File: src/rtl/led_ctrl_pkg.sv
// Shared encodings and field widths for the multi-channel LED controller.
// Mode and register-offset enums are used by the top level and by every channel.
package led_ctrl_pkg;

  localparam int BUS_W    = 32;
  localparam int ADDR_W   = 8;
  localparam int CH_IDX_W = 4;
  localparam int MODE_W   = 2;
  localparam int PERIOD_W = 8;
  localparam int DUTY_W   = 8;
  localparam int PHASE_W  = 8;

  typedef enum logic [MODE_W-1:0] {
    MODE_STATIC = 2'd0,
    MODE_BLINK  = 2'd1,
    MODE_PWM    = 2'd2,
    MODE_OFF    = 2'd3
  } mode_e;

  typedef enum logic [1:0] {
    OFS_VALUE  = 2'd0,
    OFS_MODE   = 2'd1,
    OFS_PERIOD = 2'd2,
    OFS_DUTY   = 2'd3
  } ofs_e;

  // True when the phase counter sits on its last step; callers guarantee per != 0.
  function automatic logic phase_last(input logic [PHASE_W-1:0] ph,
                                      input logic [PERIOD_W-1:0] per);
    return ph >= (per - PERIOD_W'(1));
  endfunction

endpackage

File: src/rtl/led_channel.sv
// One LED channel: VALUE/MODE/PERIOD/DUTY registers, phase and blink state,
// mode mux and registered output slice.
module led_channel
  import led_ctrl_pkg::*;
#(
  parameter int CH_W = 8
) (
  input  logic              clk,
  input  logic              reset,
  input  logic              wr_en,
  input  logic [1:0]        reg_sel,
  input  logic [BUS_W-1:0]  wr_data,
  input  logic              tick,
  output logic [CH_W-1:0]   led,
  output logic [BUS_W-1:0]  rd_data
);

  ofs_e                sel;
  logic [CH_W-1:0]     value_q;
  mode_e               mode_q;
  logic [PERIOD_W-1:0] period_q;
  logic [DUTY_W-1:0]   duty_q;
  logic [PHASE_W-1:0]  phase_q, phase_d;
  logic                blink_off_q, blink_off_d;
  logic                ctl_wr;
  logic [CH_W-1:0]     led_p0, led_p1;
  logic                unused_wr;

  assign sel       = ofs_e'(reg_sel);
  assign ctl_wr    = wr_en && (sel == OFS_MODE || sel == OFS_PERIOD);
  assign unused_wr = ^wr_data;

  always_ff @(posedge clk or negedge reset) begin
    if (!reset) begin
      value_q  <= '0;
      mode_q   <= MODE_STATIC;
      period_q <= '0;
      duty_q   <= '0;
    end else if (wr_en) begin
      case (sel)
        OFS_VALUE:  value_q  <= wr_data[CH_W-1:0];
        OFS_MODE:   mode_q   <= mode_e'(wr_data[MODE_W-1:0]);
        OFS_PERIOD: period_q <= wr_data[PERIOD_W-1:0];
        OFS_DUTY:   duty_q   <= wr_data[DUTY_W-1:0];
        default:    ;
      endcase
    end
  end

  // Phase/blink sequencing; a MODE or PERIOD write restarts the pattern.
  always_comb begin
    phase_d     = phase_q;
    blink_off_d = blink_off_q;
    if (ctl_wr) begin
      phase_d     = '0;
      blink_off_d = 1'b0;
    end else begin
      case (mode_q)
        MODE_BLINK: begin
          if (period_q == '0) begin
            phase_d     = '0;
            blink_off_d = 1'b0;
          end else if (tick) begin
            if (phase_last(phase_q, period_q)) begin
              phase_d     = '0;
              blink_off_d = ~blink_off_q;
            end else begin
              phase_d = phase_q + PHASE_W'(1);
            end
          end
        end
        MODE_PWM: begin
          if (period_q == '0 || phase_last(phase_q, period_q)) phase_d = '0;
          else                                                  phase_d = phase_q + PHASE_W'(1);
        end
        default: phase_d = '0;
      endcase
    end
  end

  always_ff @(posedge clk or negedge reset) begin
    if (!reset) begin
      phase_q     <= '0;
      blink_off_q <= 1'b0;
    end else begin
      phase_q     <= phase_d;
      blink_off_q <= blink_off_d;
    end
  end

  // Stage p0: mode mux. PERIOD=0 in PWM leaves phase at 0, so phase<DUTY is DUTY!=0.
  always_comb begin
    led_p0 = '0;
    case (mode_q)
      MODE_STATIC: led_p0 = value_q;
      MODE_BLINK:  if (!blink_off_q)     led_p0 = value_q;
      MODE_PWM:    if (phase_q < duty_q) led_p0 = value_q;
      default:     led_p0 = '0;
    endcase
  end

  // Stage p1: registered LED drive.
  always_ff @(posedge clk or negedge reset) begin
    if (!reset) led_p1 <= '0;
    else        led_p1 <= led_p0;
  end

  assign led = led_p1;

  always_comb begin
    rd_data = '0;
    case (sel)
      OFS_VALUE:  rd_data[CH_W-1:0]     = value_q;
      OFS_MODE:   rd_data[MODE_W-1:0]   = mode_q;
      OFS_PERIOD: rd_data[PERIOD_W-1:0] = period_q;
      OFS_DUTY:   rd_data[DUTY_W-1:0]   = duty_q;
      default:    rd_data = '0;
    endcase
  end

endmodule

File: src/rtl/led_ctrl.sv
// Memory-mapped multi-channel LED controller: address decode, blink prescaler,
// N_CH channel instances and the registered read-back path.
module led_ctrl
  import led_ctrl_pkg::*;
#(
  parameter int N_CH  = 4,
  parameter int CH_W  = 8,
  parameter int PRESC = 50000
) (
  input  logic                 clk,
  input  logic                 reset,
  input  logic [ADDR_W-1:0]    Address,
  input  logic                 MemWrite,
  input  logic                 MemRead,
  input  logic [BUS_W-1:0]     Write_data,
  output logic [BUS_W-1:0]     Read_data,
  output logic [N_CH*CH_W-1:0] leds
);

  localparam int               PRESC_W    = (PRESC > 1) ? $clog2(PRESC) : 1;
  localparam logic [PRESC_W-1:0] PRESC_LAST = PRESC_W'(PRESC - 1);

  logic [PRESC_W-1:0]  presc_q;
  logic                tick;
  logic [CH_IDX_W-1:0] ch_idx;
  logic [1:0]          reg_sel;
  logic [N_CH-1:0]     wr_en;
  logic [BUS_W-1:0]    rd_bus [N_CH];
  logic [BUS_W-1:0]    rd_mux_p0;
  logic                unused_addr;

  assign ch_idx      = Address[5:2];
  assign reg_sel     = Address[1:0];
  assign unused_addr = ^Address[ADDR_W-1:6];

  // Free-running prescaler; only reset clears it.
  always_ff @(posedge clk or negedge reset) begin
    if (!reset)                  presc_q <= '0;
    else if (presc_q == PRESC_LAST) presc_q <= '0;
    else                         presc_q <= presc_q + PRESC_W'(1);
  end

  assign tick = (presc_q == PRESC_LAST);

  for (genvar c = 0; c < N_CH; c++) begin : g_ch
    assign wr_en[c] = MemWrite && (ch_idx == CH_IDX_W'(c));

    led_channel #(
      .CH_W (CH_W)
    ) u_ch (
      .clk     (clk),
      .reset   (reset),
      .wr_en   (wr_en[c]),
      .reg_sel (reg_sel),
      .wr_data (Write_data),
      .tick    (tick),
      .led     (leds[c*CH_W +: CH_W]),
      .rd_data (rd_bus[c])
    );
  end

  // Stage p0: channel select; indices past N_CH match nothing and read as 0.
  always_comb begin
    rd_mux_p0 = '0;
    for (int c = 0; c < N_CH; c++) begin
      if (ch_idx == CH_IDX_W'(c)) rd_mux_p0 = rd_bus[c];
    end
  end

  // Stage p1: read data register, sampled before any same-edge write lands.
  always_ff @(posedge clk or negedge reset) begin
    if (!reset)       Read_data <= '0;
    else if (MemRead) Read_data <= rd_mux_p0;
  end

endmodule

File: config.mk
export PLATFORM = sky130hd
export DESIGN_NAME = led_ctrl
export DESIGN_NICKNAME = d
export VERILOG_FILES = /design/src/rtl/led_ctrl_pkg.sv /design/src/rtl/led_channel.sv /design/src/rtl/led_ctrl.sv
export SDC_FILE = /design/constraint.sdc
export NUM_CORES = 1
export LEC_CHECK = 0
export CAP_MARGIN = 20
export CORE_ASPECT_RATIO = 2
export CORE_MARGIN = 2
export CORE_UTILIZATION = 45
export CTS_CLUSTER_SIZE = 16
export DETAILED_ROUTE_END_ITERATION = 10
export PLACE_DENSITY_LB_ADDON = 0.25
export SLEW_MARGIN = 0
export SYNTH_ARGS = -nofsm -noshare
export SYNTH_HDL_FRONTEND = slang
export SYNTH_HIERARCHICAL = 1
export SYNTH_SLANG_ARGS = --single-unit
export TNS_END_PERCENT = 100
File: constraint.sdc
create_clock -name clk -period 3.1 [get_ports clk]
set_clock_uncertainty 0.1 [all_clocks]
set_input_delay 0.62 -clock clk [delete_from_list [all_inputs] [get_ports clk]]
set_output_delay 0.62 -clock clk [all_outputs]
set_load 0.02 [all_outputs]
# After elaboration in Yosys (flattened, before gate mapping)
# Cells that the tools add are included.
[word_totals]
regBits = 220
latch_bits = 0
mem_bits_rw = 0
romBits = 0
output_inout_bits = 64
memories = 0
[op_classes]
add_sub_neg = 9
mul = 0
div_mod_pow = 0
order_cmp = 8
n_eq_ne = 19
shifts = 0
n_mux = 69
bitwise_logic = 4
n_reduce_logical = 55
[op_table]
columns = ["operator", "count"]
rows = [
  ["$mux 8", 30],
  ["$pmux 8 s3", 4],
  ["$pmux 6 s3", 4],
  ["$mux 32", 2],
  ["$pmux 8 s2", 4],
  ["$add 8x1->8 const B", 4],
  ["$ge 8x8->1", 4],
  ["$logic_not 8->1", 4],
  ["$lt 8x8->1", 4],
  ["$pmux 2 s4", 4],
  ["$reduce_and 2->1", 16],
  ["$sub 8x1->8 const B", 4],
  ["$reduce_bool 3->1", 8],
  ["$mux 1", 20],
  ["$add 16x1->16 const B", 1],
  ["$eq 16x16->1 const B", 1],
  ["$mux 16", 1],
  ["$eq 2x2->1 const B", 6],
  ["$ne 4x2->1 const B", 3],
  ["$reduce_and 3->1", 4],
  ["$eq 2x1->1 const B", 5],
  ["$logic_not 2->1", 5],
  ["$eq 4x2->1 const B", 2],
  ["$logic_and 1x1->1", 8],
  ["6 further kinds", 16],
]

# Depth between registers and ports, before layout
# Gate-level depths: netlist of the first run.
[depth]
depth_word = 7
depth_mapped = 11
depth_no_buf = 11

# Modules after synthesis
# Netlist of the first run, hierarchy kept.
[by_module_without_submodules]
columns = ["mod", "instances", "cells_each", "area_each_um2", "seq_area_each_um2"]
rows = [
  ["led_channel", 4, 255, 2747.6, 1076.0],
  ["led_ctrl", 1, 254, 2900.3, 1201.2],
]

# Worst setup path after synthesis of the first run
# Ideal clock, no wire load.
[synth_timing]
path_type = "reg2reg"
from = "register g_ch[0].u_ch.period_q[3]"
to = "register g_ch[0].u_ch.blink_off_q"
arrival_ns = 2.246
t_required_ns = 2.896
slack_ns = 0.651
stages_incl_launch_ff = 11
synth_period_minus_slack_ns = 2.449
path_cell_list = "dfrtp_1 buf_6 nor4_4 nand2_1 xor2_1 ha_1 and2_1 a221oi_2 o21ai_0 a21o_1 o311ai_1"
[synth_between]
elab_chain_cells = 4
[synth_rtl]
columns = ["item", "line_no", "rtl"]
rows = [
  ["start, declared", "led_channel.sv:21", "logic [PERIOD_W-1:0] period_q;"],
  ["start signal, assigned", "led_channel.sv:43", "OFS_PERIOD: period_q <= wr_data[PERIOD_W-1:0];"],
  ["$sub 8x1->8 or $logic_not 8->1 (tied branches)", "led_ctrl_pkg.sv:30, led_channel.sv:60", ""],
  ["$ge 8x8->1 or $mux 1 (tied branches)", "led_ctrl_pkg.sv:30, led_channel.sv:60", ""],
  ["$reduce_bool 3->1 (no line) or $mux 1 (tied branches)", "-", ""],
  ["$reduce_and 3->1 (no line) or $mux 1 (tied branches)", "-", ""],
  ["end signal, assigned", "led_channel.sv:87", "blink_off_q <= blink_off_d;"],
  ["end, declared", "led_channel.sv:24", "logic blink_off_q, blink_off_d;"],
]
# Parallel ways exist; a longest one is shown, timed or not. The select of a mux whose other input is x is not followed.
# A chain may end at the register's enable or synchronous reset.

# Final worst setup path of the first run
[layout_timing]
from = "register g_ch[0].u_ch.period_q[3]"
to = "register g_ch[0].u_ch.phase_q[0]"
[layout_between]
elab_chain_cells = 7
[layout_rtl]
columns = ["item", "line_no", "rtl"]
rows = [
  ["$sub 8x1->8", "led_ctrl_pkg.sv:30", "return ph >= (per - PERIOD_W'(1));"],
  ["$ge 8x8->1", "led_ctrl_pkg.sv:30", ""],
  ["$mux 8", "led_channel.sv:64", "if (phase_last(phase_q, period_q)) begin"],
  ["$mux 8", "led_channel.sv:63", "end else if (tick) begin"],
  ["$mux 8", "led_channel.sv:60", "if (period_q == '0) begin"],
  ["$pmux 8 s2", "led_channel.sv:58", "case (mode_q)"],
  ["$mux 8", "led_channel.sv:54", "if (ctl_wr) begin"],
  ["end signal, assigned", "led_channel.sv:86", "phase_q <= phase_d;"],
  ["end, declared", "led_channel.sv:23", "logic [PHASE_W-1:0] phase_q, phase_d;"],
]
# Parallel ways exist; a longest one is shown, timed or not. The select of a mux whose other input is x is not followed.

==> results.yml, run 1 <==
yosys:
  ys_ff_latch: 220
  synth_cells: 1274
  yosysWarnings: 6
  synth-seq-area-share_pct: 39.6
  synth.distinct_cells: 55
  ys_async_sr_fraction_pct: 100
  synth_ff_type: "dfrtp_1"
  syn-cell-area_sq_um: 13900
  syn_area_per_cell_sq_um: 10.9
  synth_edf_count: 0
floorplan:
  initial_core_util_pct: 45.4
  die_h_um: 252
  io_pins: 108
  rows: 91
  dieArea_sq_um: 32400
  fp.dieW_um: 128
  core_area_sq_um: 30600
worst_setup_path:
  crit_path_end_kind: "register"
  cp_max_fo: 8
  arrival_ns: 3.20
  reg2reg_slack_ns: 0.27
  startpoint_type: "register"
  r2r_cells: 9
  critPathKind: "reg2reg"
  required_ns: 3.48
sta:
  rsz0062_at_grt: "false"
  hold_violations: 0
  fmax_mhz: 353
  hold_slack_ns: 0.391
  setup_ws_ns: 0.271
  max_slew_margin_pct: 44.4
  fin_crit_ns: 2.83
  finalSetupViolCount: 0
  worstMarginPinSlew_ns: 0.831
  fin_crit_sh_pct: 91.3
  slew_violations: 0
  timing.setup.tns_ns: 0
pwr:
  seq_power_share_pct: 42.1
  switchingPower_w: 0.00251
  peakVddDrop_mv: 0.468
  p_leak_nw: 7.29
  pwr-share-comb_pct: 23.4
  p_int_w: 0.00566
  powerDensity_nw_per_um2: 520
  swShare_pct: 30.7
  pwr-share-clk_pct: 34.5
  power.total_w: 0.00817
detailed_routing:
  vias: 9744
  viasPerCell: 5.50
  ant_nets: 0
  drt_pre_antenna_iters: 8
  drc: 0
  drt-wirelength-per-cell_um: 18.0
  drt_wl_total_um: 31900
  initialDrtViolationCount: 705
placement:
  place_hpwl_um: 23200
  gp_congestion: 0.895
  numPortBuffers: 81
  dp_worst_setup_slack_ns: -0.196
clock_network:
  clk_pin_slew_ns: 0.07
  clock_latency_ns: 0.53
  cts_root_buf: "clkbuf_16"
  cts_resized: 0
  tritoncts: "done"
  h-tree-depth: 1
  cts.sinks: 220
  cts_buffers: 23
  cts_buffer_depth: 3
global_routing:
  grt_pass1_vias: 9830
  track_usage_pct: 19.9
  grt_pass1_wl_um: 51700
  grt_max_degree: 69
  antenna_found_initial: 0
  gr-total-overflow: 0
hold_path:
  hold_class: "reg2reg"
  hold_depth: 1
cells_and_area:
  layout-drive-gt1-share_pct: 17.0
  diodes: 0
  syn2layout_area_growth_pct: 13.0
  fin_nets: 1539
  fillers: 2678
status:
  status: "completed"
job:
  drv_cap: 0
cell usage in the layout, fill, tap and decap left out, drive strengths merged, types with 8 or more instances in the layout:
cell type	instances
clkdlybuf4s50	78
a21boi	24
o211ai	8
a21o	12
mux2i	8
buf	46
inv	114
mux2	104
clkbuf	33
mux4	32
nand3	47
nor2	55
and2	9
xor2	13
nor4	12
o21ai	68
nand2b	16
nand2	71
ha	113
o2111ai	8
a21oi	44
xnor2	25
a222oi	32
conb	96
nand4	9
nor3	34
dfrtp	220
stage by stage:
step,instance area (sq um),util [%],instances
2_1_floorplan,14200,-,1366
3_3_place_gp,14900,48.8,1728
3_5_place_dp,14900,48.8,1728
4_1_cts,15700,51.3,1771
5_1_grt,15700,51.3,1771
6_report,15700,51.3,1771
Yosys cell counts, types with 23 or more instances:
cell	n	area share, %
a21boi_1	24	1.3
a21oi_1	40	1.4
a222oi_1	32	2.3
buf_4	96	5.2
dfrtp_1	220	40
ha_1	113	10
inv_1	113	3.1
mux2_2	96	7.8
mux4_2	23	3.7
nand2_1	71	1.9
nand3_1	46	1.7
nor2_1	55	1.5
nor3_1	30	1.1
o21ai_0	36	1.3
o21ai_1	32	1.2
xnor2_1	25	1.6
layout make-up:
| class | count | area (sq um) | share of cell area, % |
|---|---|---|---|
| flip-flops and latches | 220 | 5510 | 35.1 |
| repair buffers | 125 | 1210 | 7.73 |
| clock buffers | 33 | 643 | 4.10 |
| well taps | 372 | 465 | 2.96 |
| clock inverters | 9 | 103 | 0.653 |
| inverters | 113 | 424 | 2.70 |
| multi-input cells | 899 | 7350 | 46.8 |
sequential cells by signal, summed over array words and instances, names as in the netlist, 8 cells and up:
register and cells:
g_ch.u_ch/phase_q 32, Read_data 32, g_ch.u_ch/value_q 32, g_ch.u_ch/period_q 32
presc_q 16, g_ch.u_ch/duty_q 32, g_ch.u_ch/mode_q 8, g_ch.u_ch/led 32
critical path, stage by stage (launching register included):
cell       delay (ns)
dfrtp_1          0.49
nor4_4           0.46
nand2_1          0.11
xor2_1           0.18
ha_1             0.32
and2_1           0.17
a221oi_2         0.37
o2111ai_4        0.26
nor3_1           0.21
a21o_1           0.10
layer usage:
layer	track usage, %	part of all wire [%]
met1	26.2	43
met2	33.8	50
met3	1.80	3.6
met4	7.76	3.7
met5	0	0
repair_timing:
item,in CTS,in global routing
setup buffers,0,0
setup endpoints to repair,0,0
hold endpoints to repair,64,0
hold buffers,1,0
path summary, 6_finish.rpt:
kind | to | start
setup / recovery | g_ch[0].u_ch/phase_q[0] | g_ch[0].u_ch/period_q[3]
min in group asynchronous | g_ch[0].u_ch/phase_q[5] | reset
setup reg to reg | g_ch[0].u_ch/phase_q[0] | g_ch[0].u_ch/period_q[3]
hold / removal | g_ch[0].u_ch/value_q[1] | g_ch[0].u_ch/value_q[1]
max in group asynchronous | Read_data[14] | reset
hold reg to reg | g_ch[0].u_ch/value_q[1] | g_ch[0].u_ch/value_q[1]
cell families after synthesis:
group,Yosys count,synth area share (%)
other,4,0.108
buffers and inverters,247,9.99
xor gates and xnor gates,38,2.40
muxes,144,14.4
DFF,220,39.6
AOI/OAI and AO/OA,232,12.7
adders and majority gates,113,10.2
and+or+nand+nor,276,10.6
power groups by stage:
stage / Combinational, W / Sequential (W) / Clock, W
2_1_floorplan: 0.00130 / 0.00349 / 0
3_3_place_gp: 0.00184 / 0.00348 / 0
3_5_place_dp: 0.00191 / 0.00349 / 0
4_1_cts: 0.00192 / 0.00344 / 0.00289
5_1_grt: 0.00212 / 0.00348 / 0.00299
6_report: 0.00191 / 0.00344 / 0.00282
(Power assumes the default switching activity.)
==> inputs of run 2 (changes only) <==
Settings changed: CTS_BUF_LIST from default to sky130_fd_sc_hd__clkbuf_8, SYNTH_HIERARCHICAL 1 to default.
==> run 2 against run 1 <==
Worst setup slack worse by 0.18 ns. Critical path depth is 1 higher. Sequential power is 12% lower. Flip-flop and latch count is 24 lower. Core utilization is 1.3 points higher. Non-clock buffer count is 8 lower. Worst hold slack worse by 0.36 ns. Final area is 18% lower. Critical path type unchanged.
==> results.yml, run 2 <==
sta:
  setup_ws_ns: 0.0925
  finalSetupViolCount: 0
  fin_crit_sh_pct: 97.0
  max_slew_margin_pct: 43.6
  worstMarginPinSlew_ns: 0.843
  fmax_mhz: 333
  slew_violations: 0
  fin_crit_ns: 3.01
  hold_violations: 0
placement:
  dpl_cell_area_sq_um: 12400
  numPortBuffers: 57
  dp_worst_setup_slack_ns: -0.147
  place_hpwl_um: 22100
  gp_congestion: 0.870
pwr:
  seq_power_share_pct: 47.0
  powerDensity_nw_per_um2: 503
  p_leak_nw: 6.10
  power.total_w: 0.00646
  p_int_w: 0.00434
  swShare_pct: 32.7
  peakVddDrop_mv: 0.251
  pwr-share-comb_pct: 27.3
  pwr-share-clk_pct: 25.7
  switchingPower_w: 0.00211
worst_setup_path:
  cp_slowest_cell: "or4b_4"
  path_delay_family: "simple AND/OR/NAND/NOR gates"
  critPathKind: "reg2reg"
  arrival_ns: 3.35
  critPathBufInv: 1
  max_stage_delay_ns: 0.55
  required_ns: 3.44
  startpoint_type: "register"
  crit_chain: "or4_4, nor4_2, xnor2_1, ha_1, a21oi_1, nand2_1, or4b_4, buf_4, o21ai_0, a22o_1"
  cp_max_fo: 6
  crit_path_end_kind: "register"
floorplan:
  die_h_um: 227
  dieArea_sq_um: 26100
  rows: 81
  core_area_sq_um: 24400
  fp.dieW_um: 115
  io_pins: 108
  initial_core_util_pct: 45.6
clock_network:
  cts_buffer_depth: 2
  cts_buffers: 17
  h-tree-depth: 4
  tritoncts: "done"
  cts_root_buf: "clkbuf_8"
  cts.sinks: 196
  cts_resized: 0
  hold_buffers: 0
  clk_pin_slew_ns: 0.09
  post-cts-setup-buffers: 0
  clock_latency_ns: 0.51
yosys:
  ys_ff_latch: 196
  synth.distinct_cells: 61
  synth_cells: 1052
  synthTopCellsByCount: "dfrtp_1, mux2_2, ha_1"
  synth-seq-area-share_pct: 44.0
  synth_top_area_share_pct: 44.0
  ys_async_sr_fraction_pct: 100
  yosysWarnings: 0
  synth_edf_count: 0
  syn_area_per_cell_sq_um: 10.6
  synth_ff_type: "dfrtp_1"
  synth_most_common_cell: "dfrtp_1"
  synth.largest_area_cell: "dfrtp_1"
  yosys-top-cells-area: "dfrtp_1, mux2_2, ha_1"
  syn-cell-area_sq_um: 11100
cells_and_area:
  final_cell_mix: "dfrtp_1, mux2_2, ha_1"
  fin_nets: 1291
  syn2layout_area_growth_pct: 15.2
  diodes: 0
  layout-drive-gt1-share_pct: 19.2
  final_common_cell: "dfrtp_1"
  final_cell_area_sq_um: 12800
global_routing:
  antenna_found_initial: 0
  grt_max_degree: 85
  grt_pass1_vias: 8749
  grt_pass1_wl_um: 46600
  track_usage_pct: 23.6
  gr-total-overflow: 0
detailed_routing:
  drt_wl_total_um: 29100
  ant_nets: 0
  viasPerCell: 5.61
  drt_pre_antenna_iters: 5
  drc: 0
  vias: 8411
  initialDrtViolationCount: 480
  drt-wirelength-per-cell_um: 19.4
status:
  status: "completed"
job:
  drv_cap: 0
hold_path:
  hold_class: "in2async"
## run 2: kinds of logic (layout without fill, tap and decap cells)
kind of cell	Yosys count	count (layout)	share of synthesized area (%)
other	1	24	0.0336
DFF	196	196	44.0
buffers and inverters	128	219	5.26
xor gates and xnor gates	42	42	3.30
and+or+nand+nor	305	305	14.9
adders and majority gates	94	94	10.5
AOI/OAI and AO/OA	179	179	11.1
muxes	107	107	10.8
## run 2: worst paths after layout
path	slack [ns]	start	to	cells after the start
worst min-delay path	0.03	reset	g_ch[2].u_ch.period_q[7]	1
worst min register to register	0.39	presc_q[0]	presc_q[0]	1
max in group asynchronous	2.09	reset	g_ch[3].u_ch.mode_q[0]	2
worst max-delay path	0.09	g_ch[0].u_ch.period_q[5]	g_ch[0].u_ch.phase_q[2]	10
min in group clk	0.39	presc_q[0]	presc_q[0]	1
worst max register to register	0.09	g_ch[0].u_ch.period_q[5]	g_ch[0].u_ch.phase_q[2]	10
## run 2: final cells by class
type                    count  area, sq um
fillers                  2206        11600
multi-input cells         751         5820
flip-flops and latches    196         4900
repair buffers            117         1050
well taps                 332          415
clock buffers              21          289
inverters                  70          263
clock inverters            11          101
## run 2: worst register-to-register path, stage by stage, from the launching register on
cell and delay, ns:
dfrtp_1 0.39, or4_4 0.54, nor4_2 0.19, xnor2_1 0.17, ha_1 0.28, a21oi_1 0.15
nand2_1 0.08, or4b_4 0.55, buf_4 0.18, o21ai_0 0.15, a22o_1 0.16
## run 2: stage by stage
stage	cells	setup TNS (ns)	hold slack [ns]	utilization, %
after floorplan	1075	0	0.224	-
after global placement	1466	-1.46	0.378	50.7
after detailed placement	1466	-1.80	0.381	50.7
after CTS	1498	0	0.0386	52.3
after global routing	1498	-0.0747	0.0655	52.6
final	1498	0	0.0269	52.6
## run 2: routing by layer
layer	track usage (%)	up-vias	wire [um]
met5	0	-	0
met3	4.09	93	967
met4	13.8	0	1670
met1	24.5	4179	10400
li1	-	3922	-
met2	43.4	217	16100
## run 2: power groups by stage
stage | Combinational (W) | Clock, W | Sequential (W)
2_1_floorplan | 0.00105 | 0 | 0.00310
3_3_place_gp | 0.00169 | 0 | 0.00307
3_5_place_dp | 0.00174 | 0 | 0.00308
4_1_cts | 0.00175 | 0.00171 | 0.00303
5_1_grt | 0.00197 | 0.00180 | 0.00307
6_report | 0.00176 | 0.00166 | 0.00303
